==> src/rtl/gvt_dispatch_ctrl.sv <==
// Dispatch controller: round-robin hands queue-head events to idle cores,
// tracks per-core held timestamps for the GVT monitor and throttles on the lookahead window.
module gvt_dispatch_ctrl #(
  parameter int NUM_CORE = 8,
  parameter int TIME_WID = 16,
  parameter int EVT_WID  = 32
) (
  input  logic                         clk,
  input  logic                         rst_n,
  input  logic [NUM_CORE-1:0]          core_req,
  input  logic [NUM_CORE-1:0]          core_done,
  output logic [NUM_CORE-1:0]          core_grant,
  output logic [EVT_WID-1:0]           evt_out,
  input  logic                         q_empty,
  input  logic [EVT_WID-1:0]           q_head,
  output logic                         q_deq,
  input  logic [TIME_WID-1:0]          gvt,
  input  logic [TIME_WID-1:0]          window,
  output logic [TIME_WID*NUM_CORE-1:0] core_times,
  output logic [NUM_CORE-1:0]          core_vld,
  output logic                         win_stall
);

  localparam int PTR_W = (NUM_CORE > 1) ? $clog2(NUM_CORE) : 1;

  typedef enum logic [1:0] {
    IDLE   = 2'd0,
    GRANT  = 2'd1,
    SETTLE = 2'd2
  } state_t;

  state_t                       state_q, state_d;
  logic [NUM_CORE-1:0]          core_grant_q, core_grant_d;
  logic [NUM_CORE-1:0]          core_vld_q, core_vld_d;
  logic                         q_deq_q, q_deq_d;
  logic [EVT_WID-1:0]           evt_out_q, evt_out_d;
  logic [TIME_WID*NUM_CORE-1:0] core_times_q, core_times_d;
  logic [PTR_W-1:0]             rr_ptr_q, rr_ptr_d;

  logic [TIME_WID-1:0]   head_time;
  logic [TIME_WID:0]     win_diff;
  logic                  win_ok;
  logic [NUM_CORE-1:0]   elig;
  logic                  dispatch;
  logic [2*NUM_CORE-1:0] elig_rot;
  logic [PTR_W-1:0]      win_off;
  logic [PTR_W:0]        win_sum;
  logic [PTR_W-1:0]      win_idx;
  logic [PTR_W:0]        ptr_nxt;
  logic [NUM_CORE-1:0]   win_onehot;

  assign head_time = q_head[TIME_WID-1:0];

  // A negative difference (head behind GVT) always passes the window.
  assign win_diff = {1'b0, head_time} - {1'b0, gvt};
  assign win_ok   = win_diff[TIME_WID] || (win_diff <= {1'b0, window});

  assign elig      = core_req & ~core_vld_q;
  assign dispatch  = (state_q == IDLE) && (|elig) && !q_empty && win_ok;
  assign win_stall = (state_q == IDLE) && (|elig) && !q_empty && !win_ok;

  // Rotate so the search starts at rr_ptr; first set bit gives the offset.
  always_comb begin
    elig_rot = {elig, elig} >> rr_ptr_q;
    win_off  = '0;
    for (int k = NUM_CORE - 1; k >= 0; k--) begin
      if (elig_rot[k]) win_off = PTR_W'(k);
    end
    win_sum = {1'b0, rr_ptr_q} + {1'b0, win_off};
    if (win_sum >= (PTR_W+1)'(NUM_CORE)) win_sum = win_sum - (PTR_W+1)'(NUM_CORE);
    win_idx = win_sum[PTR_W-1:0];
    ptr_nxt = {1'b0, win_idx} + 1'b1;
    if (ptr_nxt >= (PTR_W+1)'(NUM_CORE)) ptr_nxt = '0;
    win_onehot = NUM_CORE'(1) << win_idx;
  end

  always_comb begin
    state_d      = state_q;
    core_grant_d = '0;
    q_deq_d      = 1'b0;
    evt_out_d    = evt_out_q;
    core_times_d = core_times_q;
    rr_ptr_d     = rr_ptr_q;
    // Done pulses apply in every state; a pulse for an empty core is a no-op.
    core_vld_d   = core_vld_q & ~core_done;

    case (state_q)
      IDLE: begin
        if (dispatch) begin
          state_d      = GRANT;
          core_grant_d = win_onehot;
          q_deq_d      = 1'b1;
          evt_out_d    = q_head;
          core_vld_d   = core_vld_d | win_onehot;
          rr_ptr_d     = ptr_nxt[PTR_W-1:0];
          for (int i = 0; i < NUM_CORE; i++) begin
            if (win_onehot[i]) core_times_d[TIME_WID*i +: TIME_WID] = head_time;
          end
        end
      end
      GRANT:   state_d = SETTLE;
      // Extra cycle so the queue head and gvt catch up with the new core state.
      SETTLE:  state_d = IDLE;
      default: state_d = IDLE;
    endcase
  end

  always_ff @(posedge clk) begin
    if (!rst_n) begin
      state_q      <= IDLE;
      core_grant_q <= '0;
      q_deq_q      <= 1'b0;
      evt_out_q    <= '0;
      core_times_q <= '0;
      core_vld_q   <= '0;
      rr_ptr_q     <= '0;
    end else begin
      state_q      <= state_d;
      core_grant_q <= core_grant_d;
      q_deq_q      <= q_deq_d;
      evt_out_q    <= evt_out_d;
      core_times_q <= core_times_d;
      core_vld_q   <= core_vld_d;
      rr_ptr_q     <= rr_ptr_d;
    end
  end

  assign core_grant = core_grant_q;
  assign q_deq      = q_deq_q;
  assign evt_out    = evt_out_q;
  assign core_times = core_times_q;
  assign core_vld   = core_vld_q;

endmodule

==> config.mk <==
export PLATFORM = sky130hd
export DESIGN_NAME = gvt_dispatch_ctrl
export DESIGN_NICKNAME = d
export VERILOG_FILES = /design/src/rtl/gvt_dispatch_ctrl.sv
export SDC_FILE = /design/constraint.sdc
export NUM_CORES = 1
export LEC_CHECK = 0
export BUFFER_PORTS_ARGS = -buffer_cell sky130_fd_sc_hd__buf_2
export CAP_MARGIN = 10
export CELL_PAD_IN_SITES_DETAIL_PLACEMENT = 0
export CELL_PAD_IN_SITES_GLOBAL_PLACEMENT = 1
export CORE_MARGIN = 5
export CORE_UTILIZATION = 25
export DETAILED_ROUTE_END_ITERATION = 16
export PLACE_DENSITY = 0.64
export RECOVER_POWER = 50
export SYNTH_ARGS = -nofsm -noshare
export SYNTH_HDL_FRONTEND = slang
export SYNTH_SLANG_ARGS = --single-unit
==> constraint.sdc <==
create_clock -name clk -period 8.8 [get_ports clk]
set_input_delay 0.88 -clock clk [delete_from_list [all_inputs] [get_ports clk]]
set_output_delay 0.88 -clock clk [all_outputs]
set_load 0.05 [all_outputs]
== After elaboration in Yosys (flattened, before gate mapping) ==
Index checks and enable logic that the tools add are counted.

* Shift-type cells: 2
* Reduce and logical (&&, ||, !) cells: 20
* Add/subtract/negate cells: 4
* Order comparisons: 3
* Multiply operators: 0
* Divide/modulo/power cells: 0
* Equality and inequality tests: 2
* Bitwise gates (word level): 5
* Muxes and demuxes: 15

{| class="wikitable"
|+ Operator list
! cell !! count
|-
| $mux W3 || 10
|-
| $reduce_and A3 Y1 || 9
|-
| $le A17 B16 Y1 || 1
|-
| $sub A16 B16 Y17 || 1
|-
| $and A8 B8 Y8 || 2
|-
| $mux W8 || 2
|-
| $not A8 Y8 || 2
|-
| $shr A16 B3 Y8 || 1
|-
| $ge A4 B4 Y1 const B || 2
|-
| $or A8 B8 Y8 || 1
|-
| $reduce_or A8 Y1 || 1
|-
| $shl A1 B3 Y8 const A || 1
|-
| $add A3 B1 Y4 const B || 1
|-
| $add A3 B3 Y4 || 1
|-
| $logic_and A1 B1 Y1 || 4
|-
| $pmux W2 S2 || 1
|-
| $reduce_and A2 Y1 || 2
|-
| $sub A3 B1 Y3 const B || 1
|-
| $eq A2 B1 Y1 const B || 1
|-
| $logic_not A1 Y1 || 2
|-
| $logic_not A2 Y1 || 1
|-
| $mux W2 || 1
|-
| $ne A2 B2 Y1 const B || 1
|-
| $logic_or A1 B1 Y1 || 1
|-
| $mux W1 || 1
|}

* Output and inout port bits: 178
* Flip-flop bits (word level): 182
* Bits in writable memories: 0
* Memories kept: 0
* Input port bits: 83
* Word-level logic and storage cells: 65
* Latch bits: 0
* ROM bits: 0

== Depth between registers and ports, before layout ==
Gate-level depths: netlist (run 1).

* Depth after elaboration: 18
* Mapped depth: 21
* Gate-level depth less buffers: 19

== Least setup slack after synthesis (run 1) ==
No wires, ideal clock.

* Path kind: input-to-output
* From: in q_head[0]
* To: out win_stall
* Data required time: 7.920 ns
* Buffers on the path: 0
* Stages on the path: 16
* Setup slack: 3.889 ns
* Arrival: 4.031 ns
* Cell sequence: inv_1 -> ha_1 -> fa_1 -> nor2b_1 -> o2111ai_1 -> and3_1 -> o21ai_0 -> a31oi_1 -> xnor2_1 -> ha_1 -> nand4_1 -> nor2_1 -> a21oi_1 -> o211ai_1 -> o211ai_1 -> nor2_1

* Word-level cells in the longest chain between the ends: 5

{| class="wikitable"
|+ Ends and longest elaborated chain
! element !! line !! source
|-
| start: declaration || 15 || <nowiki>input logic [EVT_WID-1:0] q_head,</nowiki>
|-
| $sub A16 B16 Y17 (*) || 55 || <nowiki>assign win_diff = {1'b0, head_time} - {1'b0, gvt};</nowiki>
|-
| $le A17 B16 Y1 || 56 || <nowiki>assign win_ok = win_diff[TIME_WID] || (win_diff <= {1'b0, window});</nowiki>
|-
| $logic_or A1 B1 Y1 (*) || 56 ||
|-
| $logic_not A1 Y1 (*) || 60 || <nowiki>assign win_stall = (state_q == IDLE) && (|elig) && !q_empty && !win_ok;</nowiki>
|-
| $logic_and A1 B1 Y1 (*) || 60 ||
|-
| end: declaration || 21 || <nowiki>output logic win_stall</nowiki>
|}

Mark *: on every way between the ends. The rest lies on a longest branch, timed or not.

== Worst setup path after layout (run 1) ==
* From: in q_head[0]
* To: reg core_times_q[23] (netlist: core_times[23])

* Word-level cells in the longest chain between the ends: 5

{| class="wikitable"
|+ Ends and longest elaborated chain
! element !! line !! source
|-
| $sub A16 B16 Y17 (*) || 55 ||
|-
| $le A17 B16 Y1 || 56 ||
|-
| $logic_or A1 B1 Y1 (*) || 56 ||
|-
| $logic_and A1 B1 Y1 (*) || 59 || <nowiki>assign dispatch = (state_q == IDLE) && (|elig) && !q_empty && win_ok;</nowiki>
|-
| $reduce_and A3 Y1 (no line) (*) || -- ||
|-
| end signal: assignment || 122 || <nowiki>core_times_q <= core_times_d;</nowiki>
|-
| end: declaration || 37 || <nowiki>logic [TIME_WID*NUM_CORE-1:0] core_times_q, core_times_d;</nowiki>
|}

Marks and branches as above.
A chain may end at the register's enable or synchronous reset.

==> flow_summary.json, run 1 <==
{
  "antenna_found_initial": 2,
  "r2r_slack_ps": 3670,
  "hold_path_class": "reg -> reg",
  "yosysTopAreaCellShare": 0.4337,
  "nFillCells": 3600,
  "clk_pin_slew_ps": 70,
  "postLayoutCoreUtil": 0.3120,
  "grt_pass1_wl_mm": 43.66,
  "max_freq_mhz": 179.8,
  "clk_latency_ps": 450,
  "fin_nets": 1237,
  "critical_path_required_ps": 9150,
  "grt_usage": 0.1487,
  "r2r-end": "core_times[121]$_SDFFE_PN0P_",
  "worst_hold_path.num_cells": 1,
  "vias_per_cell": 4.388,
  "slew_violations": 54,
  "ys_top_cells_by_area": "dfxtp_1, mux2i_1, ha_1",
  "syn_area_sq_mm": 0.008401,
  "r2r-start": "rr_ptr_q[1]$_SDFFE_PN0P_",
  "die_height_microns": 193.3,
  "drtPass1Iterations": 5,
  "gr-total-overflow": 0,
  "cp-start-kind": "primary input",
  "cts_resized": 0,
  "finClkSkew_ps": 16.48,
  "post-route-period-util": 0.6320,
  "power.density_mw_per_mm2": 295.7,
  "cts_hold_buf": 0,
  "status": "finished, violations left",
  "postSynthCellCount": 871,
  "totalNegativeSetupSlack_ps": 0,
  "ir_drop_mv": 0.1574,
  "worstSetupEndpointType": "flip-flop",
  "synth_nets": 995,
  "setup_viol": 0,
  "cts_buffers": 17,
  "rows": 67,
  "num_vias": 6906,
  "worstSetupPathType": "in -> reg",
  "ant_nets": 0,
  "cts_setup_buffers": 0,
  "ys_warn_count": 0,
  "reg2reg_depth": 17,
  "drc": 0,
  "cts_max_level": 4,
  "synth_edf_count": 0,
  "dp_hpwl_mm": 20.68,
  "gp_congestion": 0.8143,
  "dp_cells": 1542,
  "post-synth-top-area-cell": "dfxtp_1",
  "cts_tree": "built",
  "crit_arrival_ps": 5910,
  "ios": 261,
  "io_buffers": 260,
  "rsz0062_at_grt": "false",
  "crit_fanout": 41,
  "core_sq_mm": 0.03336,
  "layout_min_cycle_time_ps": 5562,
  "worstMarginPinSlew_ps": 1801,
  "wl_per_cell_microns": 17.63,
  "fp.dieW_microns": 193.3,
  "synthArstFlopShare": 0,
  "maxCapViolations": 2,
  "power_leakage_nw": 4.385,
  "n_antenna_cell": 0,
  "synth_cell_type_count": 58,
  "hold_viol_final": 0,
  "grt_pass1_vias": 7081,
  "initial_core_util": 0.2518,
  "ys.flop_type": "dfxtp_1",
  "dieArea_sq_mm": 0.03737,
  "drive_gt1_frac": 0.1217,
  "min_to": "state_q[1]$_SDFFE_PN0P_",
  "cts.path.max_buffers": 2,
  "synth_seq_cells": 182,
  "totalWireLength_mm": 27.74,
  "maxSlewHeadroom": -0.2008,
  "syn_avg_cell_area_sq_um": 9.645,
  "hp-start": "state_q[1]$_SDFFE_PN0P_",
  "violations": "capacitance limit, slew limit",
  "syn_to_final_growth_pct": 23.90,
  "drt-initial-drc-count": 330,
  "grt_max_degree": 95,
  "layoutNonFillerInstCount": 1574,
  "yosysSeqAreaShare": 0.4337,
  "cts-root-buf": "clkbuf_16",
  "clkSinkCount": 182
}
[worst max path at each step]
stage | start | end | slack (ps) | cells after the start
floorplan | q_head[0] | win_stall | 3890 | 16
global placement | q_head[0] | core_times[23]$_SDFFE_PN0P_ | 2830 | 21
detailed placement | q_head[0] | core_times[29]$_SDFFE_PN0P_ | 2750 | 21
CTS | q_head[0] | core_times[31]$_SDFFE_PN0P_ | 3200 | 21
global route | q_head[0] | core_times[23]$_SDFFE_PN0P_ | 2850 | 21
finish | q_head[0] | core_times[23]$_SDFFE_PN0P_ | 3240 | 21
[state kept, by name (all words and copies together), names as in the netlist]
signal and count:
core_grant 8, core_times 128, core_vld 8, evt_out 32, q_deq 1, rr_ptr_q 3, state_q 2
[kinds of logic after synthesis]
logic type / count (synthesis) / share of synthesized area
multiplexers: 168 / 0.2078
XOR/XNOR: 10 / 0.01043
AO/OA/AOI/OAI: 90 / 0.07492
buffers and inverters: 95 / 0.05898
adder cells (fa/ha/maj): 41 / 0.06285
AND/OR/NAND/NOR: 285 / 0.1513
flip-flops: 182 / 0.4337
[synthesized netlist by cell type, drive strengths merged, types with 10 or more instances]
library cell	number
a21oi	26
and2	10
buf	21
clkbuf	26
dfxtp	182
ha	39
inv	47
mux2i	162
nand2	129
nand2b	16
nand3	12
nor2	81
nor2b	12
o21ai	15
[metal layers]
| layer | GRT usage | share of wire | routed length (microns) | vias to the layer above |
|---|---|---|---|---|
| li1 | - | - | - | 3426 |
| met1 | 0.1987 | 0.47 | 13160 | 3243 |
| met2 | 0.2339 | 0.45 | 12580 | 209 |
| met3 | 0.04627 | 0.059 | 1633 | 24 |
| met4 | 0.03986 | 0.013 | 350 | 4 |
| met5 | 0 | 0.00076 | 21 | - |
[power breakdown]
group	internal [mW]	leakage [nW]	switching (mW)	total (mW)
Combinational	0.340	2.62	0.915	1.25
Sequential	0.961	1.48	0.0839	1.04
Clock	0.408	0.286	0.370	0.778
Total	1.71	4.39	1.37	3.08
[critical path, cell delays in order]
cell and delay [ps]:
buf_2 150, inv_1 80, ha_1 230, fa_1 400, nor2b_1 170, o2111ai_1 180, a311o_1 410, nand2_1 110
a21o_1 120, a21oi_1 70, xnor2_1 140, ha_1 310, a2111o_1 370, a21oi_1 120, o211ai_1 100, o211ai_1 330
nand2_2 240, buf_4 370, a211oi_4 540, buf_4 350, mux2i_1 200
[cell type report]
type / count / area, sq um / share of cell area
clock buffer: 19 / 442.9 / 0.04255
clock inverter: 13 / 143.9 / 0.01382
inverter: 48 / 185.2 / 0.01779
multi-input combinational: 594 / 4287 / 0.4118
sequential: 182 / 3643 / 0.3500
tap: 448 / 560.5 / 0.05385
timing repair buffer: 270 / 1146 / 0.1101
[metrics by stage]
step	hold slack, ps	total power [mW]	setup slack [ps]	cell area [sq um]
floorplan	389.9	2.059	3889	8401
global placement	402.2	2.356	2827	10050
detailed placement	407.3	2.362	2745	10050
CTS	416.8	3.156	3204	10640
global route	448.2	3.260	2849	10410
finish	408.9	3.078	3238	10410
[layout by cell type, fill, tap and decap left out, types with 10 or more instances in the layout]
master and instances:
dfxtp_1 182, clkbuf_1 181, mux2i_1 162, nand2_1 128, buf_2 82, nor2_1 81, inv_1 45, ha_1 39
a21oi_1 26, clkbuf_16 17, o21ai_0 15, nand2b_1 15, nor2b_1 12, nand3_1 11, and2_1 10
Note: power is estimated with default switching activity, not from simulation.
==> inputs of run 2 (changes only) <==
Clock period 8.8 ns to 5.8 ns, I/O delays scaled along.
==> run 2 against run 1 <==
Effect of this change:
- the flow still finishes with violations (capacitance limit, slew limit)
- via count down 0.41%
- clock power up 62%
- count of clock-buffer cells in the layout unchanged
- clock skew down 0.93 ps
- register-to-register slack worse by 2500 ps
- sequential power up 53%
- highest routed layer unchanged
- critical path depth down 2
- combinational power up 54%
- final cell count up 0.51%
- die area unchanged
==> flow_summary.json, run 2 (same netlist as run 1, synthesis figures left out) <==
{
  "grt_usage": 0.1454,
  "layout_common_cells": "dfxtp_1, clkbuf_1, mux2i_1",
  "final_common_cell": "dfxtp_1",
  "crit_fanout": 27,
  "largest_reg_flops": 128,
  "wl_per_cell_microns": 17.47,
  "cts-root-buf": "clkbuf_16",
  "num_vias": 6878,
  "vias_per_cell": 4.348,
  "dieArea_sq_mm": 0.03737,
  "cp-start-kind": "primary input",
  "rsz0062_at_grt": "false",
  "drt-initial-drc-count": 374,
  "cts_tree": "built",
  "post-route-period-util": 0.8309,
  "rows": 67,
  "core_sq_mm": 0.03336,
  "cts_buffers": 17,
  "hold_path_class": "in -> reg",
  "design_area_sq_mm": 0.01053,
  "worstMarginPinSlew_ps": 2169,
  "drive_gt1_frac": 0.1281,
  "cts_resized": 0,
  "layout_min_cycle_time_ps": 4819,
  "finClkSkew_ps": 15.54,
  "antenna_found_initial": 3,
  "syn_to_final_growth_pct": 25.35,
  "gp_congestion": 0.7913,
  "setup_viol": 0,
  "fin_nets": 1243,
  "totalNegativeSetupSlack_ps": 0,
  "dp_hpwl_mm": 20.88,
  "drtPass1Iterations": 4,
  "cts_max_level": 4,
  "gr-total-overflow": 0,
  "grt_pass1_wl_mm": 42.56,
  "worstSetupPathType": "in -> reg",
  "io_buffers": 260,
  "max_freq_mhz": 207.5,
  "maxSlewHeadroom": -0.4459,
  "slew_violations": 48,
  "cts.path.max_buffers": 2,
  "totalWireLength_mm": 27.64,
  "ant_nets": 0,
  "placed_cell_area_sq_mm": 0.01012,
  "hold_viol_final": 0,
  "drc": 0,
  "clk_latency_ps": 440,
  "grt_pass1_vias": 6861,
  "status": "finished, violations left",
  "clk_pin_slew_ps": 80,
  "maxCapViolations": 1,
  "power.density_mw_per_mm2": 452.7,
  "die_height_microns": 193.3,
  "nFillCells": 3642,
  "critical_path_required_ps": 6130,
  "worstSetupEndpointType": "flip-flop",
  "initial_core_util": 0.2518,
  "crit_arrival_ps": 5150,
  "violations": "capacitance limit, slew limit",
  "ios": 261,
  "ir_drop_mv": 0.2026,
  "cts_setup_buffers": 0,
  "clkSinkCount": 182,
  "cts_hold_buf": 0,
  "power_leakage_nw": 4.450,
  "grt_max_degree": 83,
  "fp.dieW_microns": 193.3
}
## run 2: path summary, 6_finish.rpt
path	cells past startpoint	endpoint	startpoint	slack, ps
worst max-delay path	19	rr_ptr_q[2]$_SDFFE_PN0P_	q_head[0]	980
worst min register to register	1	state_q[1]$_SDFFE_PN0P_	state_q[1]$_SDFFE_PN0P_	410
worst min-delay path	3	evt_out[28]$_SDFFE_PN0P_	q_head[28]	370
worst max register to register	17	core_times[118]$_SDFFE_PN0P_	rr_ptr_q[1]$_SDFFE_PN0P_	1220
## run 2: critical path, cell delays in order
cell and delay (ps):
buf_2 160, inv_1 70, ha_1 220, fa_1 400, nor2b_1 170, o2111ai_1 160
a311o_1 400, nand2_1 110, a21o_1 120, a21oi_1 80, xnor2_1 140, ha_1 300
a2111o_1 370, a21oi_1 120, o211ai_1 100, o211ai_1 310, nand2_2 300, clkbuf_2 580
a32o_1 440
## run 2: final cells by class
type	count	area [sq um]	area share
Clock buffer	19	442.9	0.04206
Inverter	48	185.2	0.01759
Sequential cell	182	3643	0.3460
Timing Repair Buffer	276	1221	0.1160
Multi-Input combinational cell	594	4287	0.4071
Tap cell	448	560.5	0.05323
Antenna cell	2	5.005	0.0004753
Clock inverter	13	185.2	0.01759
## run 2: per-layer routing
| metal | GRT usage | wire (microns) | vias up |
|---|---|---|---|
| met5 | 0 | 19 | - |
| met4 | 0.04039 | 462 | 4 |
| met3 | 0.04662 | 1784 | 26 |
| met2 | 0.2282 | 12280 | 180 |
| met1 | 0.1935 | 13100 | 3203 |
| li1 | - | - | 3465 |
## run 2: through the flow
stage / worst slack (ps) / power [mW] / utilization / hold WS (ps) / cells
floorplan: 1384 / 3.124 / - / 389.9 / 871
global placement: 618.6 / 3.593 / 0.3035 / 401.2 / 1548
finish: 980.8 / 4.767 / 0.3156 / 365.5 / 1582
CTS: 1008 / 4.888 / 0.3223 / 338.2 / 1580
global route: 722.8 / 5.046 / 0.3155 / 352.0 / 1580
detailed placement: 542.9 / 3.606 / 0.3035 / 407.0 / 1548
## run 2: power by group
group	switching, mW	internal [mW]	leakage [nW]
sequential	0.129	1.46	1.48
combinational	1.39	0.532	2.67
clock	0.549	0.706	0.306
total	2.07	2.70	4.45
==> inputs of run 3 (changes only) <==
Clock period 5.8 ns to 4.52 ns, I/O delays scaled along.
==> run 3 against run 2 <==
Effect of this change:
- flip-flop and latch count unchanged
- critical path type is now in -> out
- critical path depth unchanged
- routed wire length up 1.8%
- largest power group unchanged
- sequential share of layout area down 0.71 points
- final area up 2.1%
- count of clock-buffer cells in the layout down 1
- via count up 1.5%
- non-clock buffer count up 18
- hold slack worse by 130 ps
- largest cell class unchanged
- the flow still finishes with violations (capacitance limit, slew limit)
- final cell count up 1.1%
==> flow_summary.json, run 3 (same netlist as run 1, synthesis figures left out) <==
{
  "cp-start-kind": "primary input",
  "layout_min_cycle_time_ps": 4371,
  "io_buffers": 260,
  "max_freq_mhz": 228.8,
  "fin_nets": 1261,
  "postLayoutCoreUtil": 0.3222,
  "hold_viol_final": 0,
  "cts_hold_buf": 0,
  "clk_latency_ps": 450,
  "hold_path_class": "in -> reg",
  "use_met2": 0.2358,
  "post-route-period-util": 0.9671,
  "worstSetupPathType": "in -> out",
  "multi_input_area_sq_mm": 0.004292,
  "fp.dieW_microns": 193.3,
  "largest_reg_flops": 128,
  "antenna_found_initial": 1,
  "die_height_microns": 193.3,
  "cts_buffers": 17,
  "power.density_mw_per_mm2": 571.6,
  "critical_path_required_ps": 4070,
  "power_leakage_nw": 4.554,
  "cts.path.max_buffers": 2,
  "vias_per_cell": 4.364,
  "maxCapViolations": 1,
  "met3_usage": 0.04905,
  "r2r-start": "rr_ptr_q[0]$_SDFFE_PN0P_",
  "gr-total-overflow": 0,
  "clkSinkCount": 182,
  "syn_to_final_growth_pct": 27.97,
  "cts_tree": "built",
  "crit_fanout": 4,
  "totalNegativeSetupSlack_ps": 0,
  "seqCellArea_sq_mm": 0.003643,
  "num_vias": 6978,
  "rows": 67,
  "gp_congestion": 0.8159,
  "hp-start": "q_head[30]",
  "worstMarginPinSlew_ps": 2763,
  "final_common_cell": "dfxtp_1",
  "wl_per_cell_microns": 17.61,
  "drtPass1Iterations": 5,
  "grt_pass1_wl_mm": 42.75,
  "violations": "capacitance limit, slew limit",
  "ant_nets": 0,
  "slew_violations": 62,
  "rsz0062_at_grt": "false",
  "ir_drop_mv": 0.2718,
  "drive_gt1_frac": 0.1435,
  "drc": 0,
  "grt_max_degree": 62,
  "totalWireLength_mm": 28.16,
  "maxSlewHeadroom": -0.8417,
  "drt-initial-drc-count": 254,
  "busiest_layer": "met2",
  "nFillCells": 3620,
  "grt_pass1_vias": 6963,
  "status": "finished, violations left",
  "met1_usage": 0.1915,
  "clk_pin_slew_ps": 80,
  "setup_viol": 0,
  "dieArea_sq_mm": 0.03737,
  "grt_usage": 0.1463,
  "core_sq_mm": 0.03336,
  "crit_arrival_ps": 3920,
  "worstSetupEndpointType": "output pin",
  "worstSetupStartpoint": "q_head[0]",
  "initial_core_util": 0.2518,
  "cts_max_level": 4,
  "finClkSkew_ps": 13.07,
  "cts-root-buf": "clkbuf_16",
  "dp_hpwl_mm": 21.15,
  "layout_common_cells": "dfxtp_1, clkbuf_1, mux2i_1",
  "ios": 261
}
## run 3: cell count changes in the layout (fill, tap and decap cells not counted), sizes merged
cell      change
clkinvlp      -1
inv           -3
diode         -1
clkbuf        -1
buf          +18
clkinv        +7
bufinv        -2
## run 3: layer usage
metal	up-vias	routed length [microns]
met5	-	11
met4	2	337
met3	23	1751
met2	197	12850
met1	3259	13210
li1	3497	-
## run 3: area by class of cell
type,count,share of cell area
Timing Repair Buffer,294,0.1348
Antenna cell,1,0.0002328
Tap cell,448,0.05214
Multi-Input combinational cell,594,0.3992
Sequential cell,182,0.3389
Inverter,48,0.01723
Clock inverter,14,0.01757
Clock buffer,18,0.03992
## run 3: timing repair
| action | CTS | global route |
|---|---|---|
| setup buffers | 0 | 3 |
| resized for setup | 0 | 4 |
| setup endpoints to repair | 0 | 1 |
## run 3: path summary, 6_finish.rpt
path                            cells past startpoint  slack (ps)                      endpoint
worst min register to register                      1         410       state_q[1]$_SDFFE_PN0P_
worst min-delay path                                3         240      evt_out[30]$_SDFFE_PN0P_
worst max-delay path                               19         150                     win_stall
worst max register to register                     17         370  core_times[112]$_SDFFE_PN0P_
## run 3: through the flow
step | worst slack, ps | cell area, sq um | total power [mW] | std cells | hold WS [ps]
2_1_floorplan | 232.4 | 8401 | 4.009 | 871 | 389.9
4_1_cts | 35.88 | 10940 | 6.287 | 1595 | 212.0
3_5_place_dp | -187.1 | 10320 | 4.717 | 1563 | 401.4
5_1_grt | 20.62 | 10750 | 6.474 | 1598 | 219.0
3_3_place_gp | -94.31 | 10320 | 4.704 | 1563 | 399.4
6_report | 148.7 | 10750 | 6.145 | 1599 | 238.0
## run 3: report_power, final
part / internal, mW / total, mW / switching (mW)
Combinational: 0.746 / 2.58 / 1.83
Sequential: 1.87 / 2.03 / 0.159
Clock: 0.797 / 1.54 / 0.742
## run 3: worst max-delay path, stage by stage
cell	delay, ps
buf_2	110
inv_1	50
ha_1	220
fa_2	360
nor2b_2	140
o2111ai_1	140
a311o_1	360
nand2_1	110
a21o_1	110
a21oi_1	70
xnor2_1	210
ha_1	290
a2111o_1	380
a21oi_1	120
o211ai_1	100
o211ai_1	220
buf_4	220
nor2_1	40
clkbuf_4	200
